==> config.mk <==
export PLATFORM = sky130hd
export DESIGN_NAME = int_to_float_conv
export DESIGN_NICKNAME = d
export VERILOG_FILES = /design/src/rtl/int_to_float_conv.sv
export SDC_FILE = /design/constraint.sdc
export NUM_CORES = 1
export LEC_CHECK = 0
export ABC_AREA = 1
export ABC_CLOCK_PERIOD_IN_PS = 4210
export CORE_MARGIN = 2
export CORE_UTILIZATION = 50
export CTS_CLUSTER_DIAMETER = 40
export DETAILED_ROUTE_END_ITERATION = 8
export GPL_TIMING_DRIVEN = 0
export PLACE_DENSITY = 0.71
export SYNTH_ARGS = -nofsm -noshare
export SYNTH_HDL_FRONTEND = slang
export SYNTH_SLANG_ARGS = --single-unit
export TNS_END_PERCENT = 30
==> constraint.sdc <==
create_clock -name clk -period 4.21 [get_ports clk]
set_input_delay 0.6315 -clock clk [delete_from_list [all_inputs] [get_ports clk]]
set_output_delay 0.6315 -clock clk [all_outputs]
set_load 0.01 [all_outputs]
==> src/rtl/int_to_float_conv.sv <==
// -----------------------------------------------------------------------------
// int_to_float_conv
//   Sequential integer to floating-point converter. A signed or unsigned
//   integer is turned into {sign, biased exponent, fraction} with one of four
//   rounding modes. Operation runs IDLE -> LOAD -> NORM -> ROUND -> PACK and
//   reports completion with a one-cycle done strobe.
//
// Configuration macro:
//   INT_TO_FLOAT_CONV_FAST_NORM_EN - when defined, NORM uses a leading-zero
//   count plus barrel shift and takes one cycle. Otherwise NORM shifts one bit
//   per cycle. Results are identical in both builds.
//
// Ports:
//   clk            - clock, all state changes on rising edge
//   reset_n_i      - asynchronous active-low reset
//   a_value_i      - integer operand, sampled on the accepted exec cycle
//   signed_i       - 1 = two's complement operand, 0 = unsigned
//   round_mode_i   - 0 RNE, 1 RTZ, 2 RDN (toward -inf), 3 RUP (toward +inf)
//   exec_strobe_i  - start request, honoured only in IDLE
//   z_value_o      - result {sign, exponent, fraction}, held until next result
//   inexact_o      - discarded bits were nonzero, updated with z_value_o
//   busy_o         - high in every state except IDLE
//   done_strobe_o  - one-cycle pulse while the new result is presented
// -----------------------------------------------------------------------------
module int_to_float_conv #(
  parameter int INT_WIDTH = 32,
  parameter int EXP_WIDTH = 8,
  parameter int MAN_WIDTH = 23
) (
  input  logic                         clk,
  input  logic                         reset_n_i,
  input  logic [INT_WIDTH-1:0]         a_value_i,
  input  logic                         signed_i,
  input  logic [1:0]                   round_mode_i,
  input  logic                         exec_strobe_i,
  output logic [EXP_WIDTH+MAN_WIDTH:0] z_value_o,
  output logic                         inexact_o,
  output logic                         busy_o,
  output logic                         done_strobe_o
);

  // Magnitude padded below with MAN_WIDTH+3 zeros so mantissa, guard, round
  // and sticky always exist even for narrow operands.
  localparam int XW = INT_WIDTH + MAN_WIDTH + 3;
  localparam logic [EXP_WIDTH-1:0] BIAS    = EXP_WIDTH'((2 ** (EXP_WIDTH - 1)) - 1);
  localparam logic [EXP_WIDTH-1:0] EXP_TOP = EXP_WIDTH'(INT_WIDTH - 1);
  localparam logic [EXP_WIDTH-1:0] EXP_ONE = {{(EXP_WIDTH-1){1'b0}}, 1'b1};
  localparam logic [EXP_WIDTH-1:0] EXP_ZERO = {EXP_WIDTH{1'b0}};

  typedef enum logic [2:0] {
    ST_IDLE  = 3'd0,
    ST_LOAD  = 3'd1,
    ST_NORM  = 3'd2,
    ST_ROUND = 3'd3,
    ST_PACK  = 3'd4
  } state_t;

  state_t                       r_state;
  logic [INT_WIDTH-1:0]         r_a;
  logic                         r_signed;
  logic [1:0]                   r_mode;
  logic                         r_sign;
  logic                         r_zero;
  logic [INT_WIDTH-1:0]         r_mag;
  logic [EXP_WIDTH-1:0]         r_exp;
  logic [MAN_WIDTH-1:0]         r_frac;
  logic                         r_inx;
  logic [EXP_WIDTH+MAN_WIDTH:0] r_z;
  logic                         r_inexact;
  logic                         r_busy;
  logic                         r_done;

  logic                         w_load_sign;
  logic [INT_WIDTH-1:0]         w_load_mag;
  logic [XW-1:0]                w_ext;
  logic [MAN_WIDTH:0]           w_mant;
  logic                         w_guard;
  logic                         w_round;
  logic                         w_sticky;
  logic                         w_inexact;
  logic                         w_inc;
  logic [MAN_WIDTH+1:0]         w_sum;
  logic                         w_carry;
  logic [MAN_WIDTH-1:0]         w_frac_rnd;

  // Sign and magnitude of the captured operand; negating the most negative
  // value wraps back onto itself, which is exactly 2^(INT_WIDTH-1) unsigned.
  always_comb begin
    w_load_sign = r_signed & r_a[INT_WIDTH-1];
    if (w_load_sign) begin
      w_load_mag = (~r_a) + {{(INT_WIDTH-1){1'b0}}, 1'b1};
    end else begin
      w_load_mag = r_a;
    end
  end

  // Rounding datapath working on the normalised magnitude.
  always_comb begin
    w_ext     = {r_mag, {(MAN_WIDTH+3){1'b0}}};
    w_mant    = w_ext[XW-1 -: MAN_WIDTH+1];
    w_guard   = w_ext[XW-MAN_WIDTH-2];
    w_round   = w_ext[XW-MAN_WIDTH-3];
    w_sticky  = |w_ext[XW-MAN_WIDTH-4:0];
    w_inexact = w_guard | w_round | w_sticky;
    case (r_mode)
      2'd0:    w_inc = w_guard & (w_round | w_sticky | w_mant[0]);
      2'd1:    w_inc = 1'b0;
      2'd2:    w_inc = r_sign & w_inexact;
      2'd3:    w_inc = (~r_sign) & w_inexact;
      default: w_inc = 1'b0;
    endcase
    w_sum   = {1'b0, w_mant} + {{(MAN_WIDTH+1){1'b0}}, w_inc};
    w_carry = w_sum[MAN_WIDTH+1];
    // On carry-out the sum is 10...0, so the fraction after renormalising
    // is the all-zero field just below the new leading one.
    if (w_carry) begin
      w_frac_rnd = w_sum[MAN_WIDTH:1];
    end else begin
      w_frac_rnd = w_sum[MAN_WIDTH-1:0];
    end
  end

`ifdef INT_TO_FLOAT_CONV_FAST_NORM_EN
  logic [EXP_WIDTH-1:0] w_lz;
  logic                 w_found;

  // Leading-zero count of the magnitude for single-cycle normalisation.
  always_comb begin
    w_lz    = EXP_ZERO;
    w_found = 1'b0;
    for (int i = INT_WIDTH - 1; i >= 0; i--) begin
      if (w_found) begin
        w_lz = w_lz;
      end else if (r_mag[i]) begin
        w_found = 1'b1;
      end else begin
        w_lz = w_lz + EXP_ONE;
      end
    end
  end
`endif

  // Conversion FSM with registered outputs.
  always_ff @(posedge clk or negedge reset_n_i) begin
    if (!reset_n_i) begin
      r_state   <= ST_IDLE;
      r_a       <= {INT_WIDTH{1'b0}};
      r_signed  <= 1'b0;
      r_mode    <= 2'd0;
      r_sign    <= 1'b0;
      r_zero    <= 1'b0;
      r_mag     <= {INT_WIDTH{1'b0}};
      r_exp     <= EXP_ZERO;
      r_frac    <= {MAN_WIDTH{1'b0}};
      r_inx     <= 1'b0;
      r_z       <= {(EXP_WIDTH+MAN_WIDTH+1){1'b0}};
      r_inexact <= 1'b0;
      r_busy    <= 1'b0;
      r_done    <= 1'b0;
    end else begin
      r_done <= 1'b0;
      case (r_state)
        ST_IDLE: begin
          if (exec_strobe_i) begin
            r_a      <= a_value_i;
            r_signed <= signed_i;
            r_mode   <= round_mode_i;
            r_busy   <= 1'b1;
            r_state  <= ST_LOAD;
          end else begin
            r_busy   <= 1'b0;
          end
        end
        ST_LOAD: begin
          r_sign <= w_load_sign;
          r_mag  <= w_load_mag;
          r_exp  <= EXP_TOP;
          r_inx  <= 1'b0;
          if (w_load_mag == {INT_WIDTH{1'b0}}) begin
            r_zero  <= 1'b1;
            r_state <= ST_PACK;
          end else begin
            r_zero  <= 1'b0;
            r_state <= ST_NORM;
          end
        end
        ST_NORM: begin
`ifdef INT_TO_FLOAT_CONV_FAST_NORM_EN
          r_mag   <= r_mag << w_lz;
          r_exp   <= EXP_TOP - w_lz;
          r_state <= ST_ROUND;
`else
          if (r_mag[INT_WIDTH-1]) begin
            r_state <= ST_ROUND;
          end else begin
            r_mag <= {r_mag[INT_WIDTH-2:0], 1'b0};
            r_exp <= r_exp - EXP_ONE;
          end
`endif
        end
        ST_ROUND: begin
          r_frac  <= w_frac_rnd;
          r_exp   <= r_exp + {{(EXP_WIDTH-1){1'b0}}, w_carry};
          r_inx   <= w_inexact;
          r_state <= ST_PACK;
        end
        ST_PACK: begin
          if (r_zero) begin
            r_z       <= {(EXP_WIDTH+MAN_WIDTH+1){1'b0}};
            r_inexact <= 1'b0;
          end else begin
            r_z       <= {r_sign, r_exp + BIAS, r_frac};
            r_inexact <= r_inx;
          end
          r_done  <= 1'b1;
          r_busy  <= 1'b0;
          r_state <= ST_IDLE;
        end
        default: begin
          r_busy  <= 1'b0;
          r_state <= ST_IDLE;
        end
      endcase
    end
  end

  assign z_value_o     = r_z;
  assign inexact_o     = r_inexact;
  assign busy_o        = r_busy;
  assign done_strobe_o = r_done;

endmodule

Word-level counts from Yosys, hierarchy flattened
Cells that the tools add are included.
Storage, ports and cells
  register bits after elaboration: 139
  latch bits: 0
  memory bits (writable): 0
  memory bits (read-only): 0
  bits of input ports: 38
  output and inout port bits: 35
  memories: 0
Operators by class
  $add $sub $neg: 5
  multiply operators: 0
  div/mod/pow operators: 0
  magnitude comparators: 0
  eq/ne operators: 10
  shift-type cells: 0
  mux-type cells: 18
  bitwise logic cells: 10
  reduce and logical (&&, ||, !) cells: 12
Operators by type and width (count)
  $mux 32: 3
  $pmux 32 s2: 1
  $add 32x1->32 const B: 1
  $logic_not 32->1: 1
  $not 32->32: 1
  $add 24x1->25: 1
  $pmux 8 s3: 1
  $mux 23: 1
  $pmux 3 s4: 1
  $mux 3: 3
  $add 8x1->8: 1
  $add 8x7->8 const B: 1
  $mux 8: 1
  $reduce_and 2->1: 4
  $sub 8x1->8 const B: 1
  $eq 3x2->1 const B: 2
  $ne 2x2->1 const B: 3
  $reduce_or 6->1: 1
  $and 1x1->1: 4
  $eq 2x2->1 const B: 2
  $mux 1: 4
  $or 1x1->1: 4
  $pmux 1 s2: 2
  $pmux 1 s4: 1
  other kinds (9): 10

Logic depth before layout (Yosys ltp)
Gate-level depths: netlist of run 1.
  depth in word-level cells: 8
  mapped depth: 25
  gate-level depth less buffers: 24

Worst setup path before layout of run 1
OpenSTA, ideal clock, no wires.
  kind: reg2reg
  start: register r_mag[0]
  end: register r_exp[6]
  setup time: 0.127 ns
  arrival: 3.312 ns
  required time: 4.083 ns
  path slack: 0.771 ns
  cell stages (with the launch flop): 26
  buffers on the path: 1
  clock period less this slack: 3.439 ns
  path through: dfrtp_1 > nor2_1 > nand3_1 > nor4_1 > nand2_1 > a32o_1 > ha_1 > ha_1 > nand3_2 > nor2_4 > nand2_4 > nor2_4 > nand2_2 > nor3_4 > inv_2 > nand2_2 > buf_4 > ha_1 > fa_1 > nand3_1 > nand2_1 > a21oi_1 > nor2_1 > nor2_1 > xor2_1 > o21ai_0
Between the ends
  word-level cells in the longest chain between the ends: 8
  elaborated cells on any way between the ends: 11
  those cells by class: add/sub: 2; mux: 2; bitwise: 6; reduce/logical: 1
RTL lines
  start, declared: RTL line 64  | logic [INT_WIDTH-1:0] r_mag;
  start signal, assigned: RTL line 152  | r_mag <= {INT_WIDTH{1'b0}};
  start signal, assigned: RTL line 176  | r_mag <= w_load_mag;
  start signal, assigned: RTL line 196  | r_mag <= {r_mag[INT_WIDTH-2:0], 1'b0};
  $reduce_or 6->1 *: RTL line 103  | w_sticky = |w_ext[XW-MAN_WIDTH-4:0];
  $or 1x1->1 (2 in series): RTL line 106  | 2'd0: w_inc = w_guard & (w_round | w_sticky | w_mant[0]);
  $and 1x1->1: RTL line 106
  $pmux 1 s4 *: RTL line 105  | case (r_mode)
  $add 24x1->25 *: RTL line 112  | w_sum = {1'b0, w_mant} + {{(MAN_WIDTH+1){1'b0}}, w_inc};
  $add 8x1->8 *: RTL line 203  | r_exp <= r_exp + {{(EXP_WIDTH-1){1'b0}}, w_carry};
  $pmux 8 s3 *: RTL line 162  | case (r_state)
  end signal, assigned: RTL line 197  | r_exp <= r_exp - EXP_ONE;
  end signal, assigned: RTL line 203
  end, declared: RTL line 65  | logic [EXP_WIDTH-1:0] r_exp;
Every way passes the cells marked *; elsewhere a longest branch is shown, timed or not.
A chain may end at the register's enable or synchronous reset.

Worst setup path after layout of run 1
  start: register r_mag[1]
  end: register r_exp[6]
The elaborated chain is that of the path after synthesis.

==> results of run 1 <==
==> cell type report <==
type / count / share of cell area [%]
clock inverter: 10 / 2.31
tap: 184 / 2.52
timing repair buffer: 73 / 8.19
inverter: 145 / 5.95
sequential: 139 / 38.0
clock buffer: 22 / 5.18
multi-input combinational: 629 / 36.2
buffer: 31 / 1.65
==> registers in the layout, indices dropped and copies added (netlist names) <==
| register | cells |
|---|---|
| r_sign | 1 |
| busy_o | 1 |
| r_mode | 2 |
| done_strobe_o | 1 |
| r_state | 3 |
| z_value_o | 32 |
| r_exp | 8 |
| r_mag | 32 |
| inexact_o | 1 |
| r_inx | 1 |
| r_a | 32 |
| r_signed | 1 |
| r_zero | 1 |
| r_frac | 23 |
==> kinds of logic after synthesis <==
group	after synthesis
adder cells (fa/ha/maj)	12
AND/OR/NAND/NOR	432
XOR/XNOR	31
AO/OA/AOI/OAI	150
buffers and inverters	176
flip-flops	139
multiplexers	4
==> power by group <==
part	switching, W	leakage (nW)	internal [W]
Sequential	0.000439	1.69	0.00192
Clock	0.000571	0.323	0.00116
Combinational	0.00193	2.23	0.00123
==> how the worst max path moves through the flow <==
stage	start	slack, ns	cells past startpoint	end
after global routing	r_mag[1]	-0.03	25	r_exp[6]
after global placement	reset_n_i	-2.86	1	z_value_o[24]
after floorplan	r_mag[0]	0.77	25	r_exp[6]
after CTS	r_mag[1]	0.20	25	r_exp[6]
after detailed placement	r_mag[1]	0.24	25	r_exp[6]
final	r_mag[1]	0.27	25	r_exp[6]
==> stage by stage <==
| step | total power (W) | cells | hold slack (ns) |
|---|---|---|---|
| floorplan | 0.00446 | 944 | 0.336 |
| global placement | 0.00543 | 1200 | 0.476 |
| detailed placement | 0.00551 | 1201 | 0.482 |
| CTS | 0.00725 | 1233 | 0.116 |
| global route | 0.00781 | 1233 | 0.142 |
| finish | 0.00725 | 1233 | 0.100 |
==> layer usage <==
metal / vias up / global-route usage [%] / share of wire (%)
met3: 24 / 3.92 / 4.5
li1: 3269 / - / -
met5: - / 0 / 0
met2: 170 / 39.5 / 46
met1: 2955 / 34.1 / 47
met4: 0 / 8.34 / 2.0
==> critical path, stage by stage (launching register included) <==
cell	delay, ns
dfrtp_1	0.39
nor2_1	0.12
nand3_1	0.10
nor4_2	0.22
nand2_1	0.19
a32o_1	0.25
ha_1	0.21
ha_1	0.23
nand3_2	0.12
nor2_4	0.05
nand2_4	0.08
nor2_4	0.04
nand2_2	0.11
nor3_4	0.06
inv_2	0.05
nand2_2	0.05
buf_4	0.18
ha_1	0.23
fa_1	0.41
nand3_1	0.09
nand2_1	0.09
a21oi_1	0.13
nor2_1	0.05
nor2_1	0.11
xor2_1	0.15
o21ai_0	0.09
==> layout by cell type (no fill, tap or decap), drive strengths merged, types with 14 or more instances in the layout <==
cell type / instances
a21oi: 44
dfrtp: 139
nand3: 68
xor2: 26
nor2: 120
buf: 14
o221ai: 27
o22ai: 33
clkdlybuf4s50: 71
inv: 142
clkbuf: 41
o21ai: 27
nand2: 219
==> what timing repair did <==
action                     4_1_cts  5_1_grt
hold buffers                     0        0
gates resized for setup          0        1
setup endpoints to repair        0        1
==> metrics.txt, run 1 <==
Worst setup EP type register; pin count of the biggest net entering global routing 101; # fillers roughly 1400; Layout Skew just over 0.006 ns; post-route clock period utilization around 94%; gpl congestion between 0.8 and 0.9; design area a little over 9000 µm²; register area share after synthesis about 47%; Clk pin slew, worst setup/hold paths roughly 0.060 ns; share of cells above drive strength 1 under 10%; number of synthesized register bits 139; Yosys cell types 42; worst-path fanout max 10; GRT Resource Usage Total between 20% and 30%; Synth Area in Adders around 2.1%; mux cell area share after synthesis less than 1%; drt wl/cell ~15 µm; DRT Pass-1 Iters 5; die area roughly 16000 µm²; fraction of registers with async set/reset 100%; Final ANT Viol Nets 0; Leak approximately 4.2 nW; # Post-CTS Setup Buffers 0; CTS tree yes; DP Worst Slack roughly 0.24 ns; reg-to-reg startpoint r_mag[1]; I/O Buffers 72; max-slew violations 0; worst path required time about 4.5 ns; area delta synth->final 22.4%; Max-cap violations 0; via count between 6000 and 7000; initial antenna violation count 0; P per Cell Area about 800 nW/µm²; final core utilization about 63%; status complete, no violations; Worst-Margin Slew between 0.7 and 0.8 ns; synth cell count leaders nand2_1, dfrtp_1, inv_1, nor2_1, nand3_1; Crit Reg-Reg Endpoint r_exp[6]; Detailed Place HPWL roughly 14000 µm; Rows 44; post-synth top area share between 40% and 50%; dpl cell area about 8500 µm²; R2R Setup Slk 0.27 ns; yosys warns 0; I/O pin total between 70 and 80; FF-to-FF path depth 25; vias per cell ~5.2; drt total wl between 15000 and 20000 µm; diodes inserted 0; critical path data arrival time 4.24 ns; CTS Buffer Depth 2; # setup viols final 0; Hold/Removal Path Class in -> async; PnR worst setup slack roughly 0.27 ns; most frequent cell after synthesis nand2_1; Mapped Area 7480 µm²; Mean Syn Cell Area 7.92 µm²; die width roughly 130 µm; vias in the first global route 6181; multi-input logic area between 3000 and 4000 µm²; Clock Latency Late Sink around 0.43 ns; Syn Nets 994; setup_tns 0 ns; register area approximately 3500 µm²; Compound-Gate Fraction of Synth Area 12.6%; Synth Area in Simple Gates approximately a quarter; final hold vios 0; initial drt markers around 370; CTS buffer count 17; combinational family with the most area after synthesis simple AND/OR/NAND/NOR gates; Root Buffer clkbuf_16; FMAX about 250 MHz; total global routing overflow 0; Post-synth EDFFs 0; Area contributors post-synth dfrtp_1, nand2_1, inv_1; Peak supply drop approximately 0.36 mV; Initial Util about half; Chip Height roughly 130 µm; Rel. slew slack between 50 and 60%; core area roughly 15000 µm²; first-pass GRT wire length around 31000 µm; post-synthesis xor/xnor area fraction 3.63%; fin nets about 1100; crit path kind reg -> reg; Period minus WS final roughly 3.9 ns; type of origin of the critical path register; clock sinks 139; # DRC 0; number of H-tree levels 4; Cells after Synth about 940; area leader, netlist dfrtp_1; main flop type after synthesis dfrtp_1
Note: power is estimated with default switching activity, not from simulation.
==> inputs of run 2 (changes only) <==
Settings changed: CORE_UTILIZATION 50 to 45, PLACE_DENSITY 0.71 to 0.65.
==> metrics.txt, run 2 (synthesis gave the netlist of run 1 again) <==
DP Worst Slack about 0.21 ns; commonest non-fill, non-tap cell in the layout nand2_1; vias per cell 5.01; CTS Buffer Depth 2; Worst setup EP type register; Worst-Margin Slew approximately 0.74 ns; Layout Skew roughly 0.011 ns; dpl cell area ~8500 µm²; Post-Place Cells around 1200; clock sinks roughly 140; design area just over 9000 µm²; max-slew violations 0; Final ANT Viol Nets 0; CTS tree yes; worst path required time 4.52 ns; via count 6359; # DRC 0; die width 133 µm; die area 17700 µm²; initial antenna violation count 0; # setup viols final 0; R2R Setup Slk ~0.36 ns; Detailed Place HPWL around 14000 µm; # Post-CTS Setup Buffers 0; status complete, no violations; final hold vios 0; Overall Power approximately 0.0069 W; GRT Resource Usage Total 21.7%; setup_tns 0 ns; PnR worst setup slack roughly 0.36 ns; Rel. slew slack approximately half; Peak supply drop approximately 0.34 mV; Clock Latency Late Sink 0.43 ns; Max-cap violations 0; Rows 47; critical path data arrival time between 4 and 5 ns; I/O pin total 73; Root Buffer clkbuf_16; share of cells above drive strength 1 between 8 and 9%; type of origin of the critical path register; FF-to-FF path depth 25; core area ~16000 µm²; fin nets 1086; Hold Buf Count CTS 0; initial drt markers ~360; DRT Pass-1 Iters 7; Chip Height 133 µm; Clk pin slew, worst setup/hold paths approximately 0.060 ns; number of H-tree levels 4; gpl congestion roughly 0.93; drt wl/cell between 10 and 15 µm; Resized cells post-CTS 0; post-route clock period utilization 91.5%; FMAX ~260 MHz; commonest cells after routing, fill and taps aside nand2_1, dfrtp_1, inv_1; CTS buffer count 17; I/O Buffers slightly above 70; crit path kind reg -> reg; total global routing overflow 0; reg-to-reg startpoint r_mag[1]; post-route insts no fill about 1300; Period minus WS final ~3.9 ns; first-pass GRT wire length roughly 31000 µm; drt total wl 18300 µm; area delta synth->final 21.2%; diodes inserted 0; RSZ-0062 raised after global routing no; vias in the first global route roughly 6200; P per Cell Area roughly 760 nW/µm²; pin count of the biggest net entering global routing 75; Leak roughly 4.2 nW; Crit Reg-Reg Endpoint r_exp[6]; Initial Util 45.6%; Hold/Removal Path Class in -> async; worst-path fanout max 10
==> run 2: changes by cell type in the layout (fill, tap and decap cells not counted), sizes merged <==
cell / delta
inv: +8
clkbuf: -5
clkinv: +3
bufinv: -6
==> run 2: final cells by class <==
| cell class | instances | area [µm²] |
|---|---|---|
| buffer | 31 | 151 |
| clock buffer | 17 | 425 |
| clock inverter | 15 | 129 |
| fill | 1555 | 7340 |
| inverter | 145 | 544 |
| multi-input combinational | 629 | 3310 |
| sequential | 139 | 3480 |
| tap | 220 | 275 |
| timing repair buffer | 73 | 749 |
==> run 2: report_power, final <==
part | leakage, nW | switching (W) | internal (W)
combinational | 2.23 | 0.00193 | 0.00123
sequential | 1.69 | 0.000437 | 0.00192
clock | 0.265 | 0.000640 | 0.000772
total | 4.19 | 0.00301 | 0.00392
==> run 2: metrics by stage <==
step / hold slack [ns] / utilization, %
after global placement: 0.482 / 51.7
after floorplan: 0.336 / -
final: 0.176 / 55.2
after detailed placement: 0.489 / 51.8
after global routing: 0.231 / 55.2
after CTS: 0.204 / 55.2
==> run 2: worst max-delay path by stage <==
stage / start / end / cells past startpoint
finish: r_mag[1] / r_exp[6] / 25
global placement: reset_n_i / r_a[5] / 1
global route: r_mag[1] / r_exp[6] / 25
CTS: r_mag[1] / r_exp[6] / 25
detailed placement: r_mag[1] / r_exp[6] / 25
floorplan: r_mag[0] / r_exp[6] / 25
==> run 2: critical path, cell delays in order, from the launching register on <==
cell	delay [ns]
dfrtp_1	0.39
nor2_1	0.10
nand3_1	0.09
nor4_2	0.20
nand2_1	0.18
a32o_1	0.24
ha_1	0.20
ha_1	0.22
nand3_2	0.12
nor2_4	0.05
nand2_4	0.08
nor2_4	0.04
nand2_2	0.11
nor3_4	0.06
inv_2	0.05
nand2_2	0.05
buf_4	0.18
ha_1	0.22
fa_1	0.41
nand3_1	0.09
nand2_1	0.09
a21oi_1	0.16
nor2_1	0.05
nor2_1	0.11
xor2_1	0.16
o21ai_0	0.09
==> run 2: metal layers <==
layer / global-route usage [%] / routed length [µm] / part of all wire, %
met5: 0 / 0 / 0
met3: 3.60 / 684 / 3.7
met1: 29.9 / 8840 / 48
met4: 7.59 / 263 / 1.4
met2: 35.0 / 8480 / 46
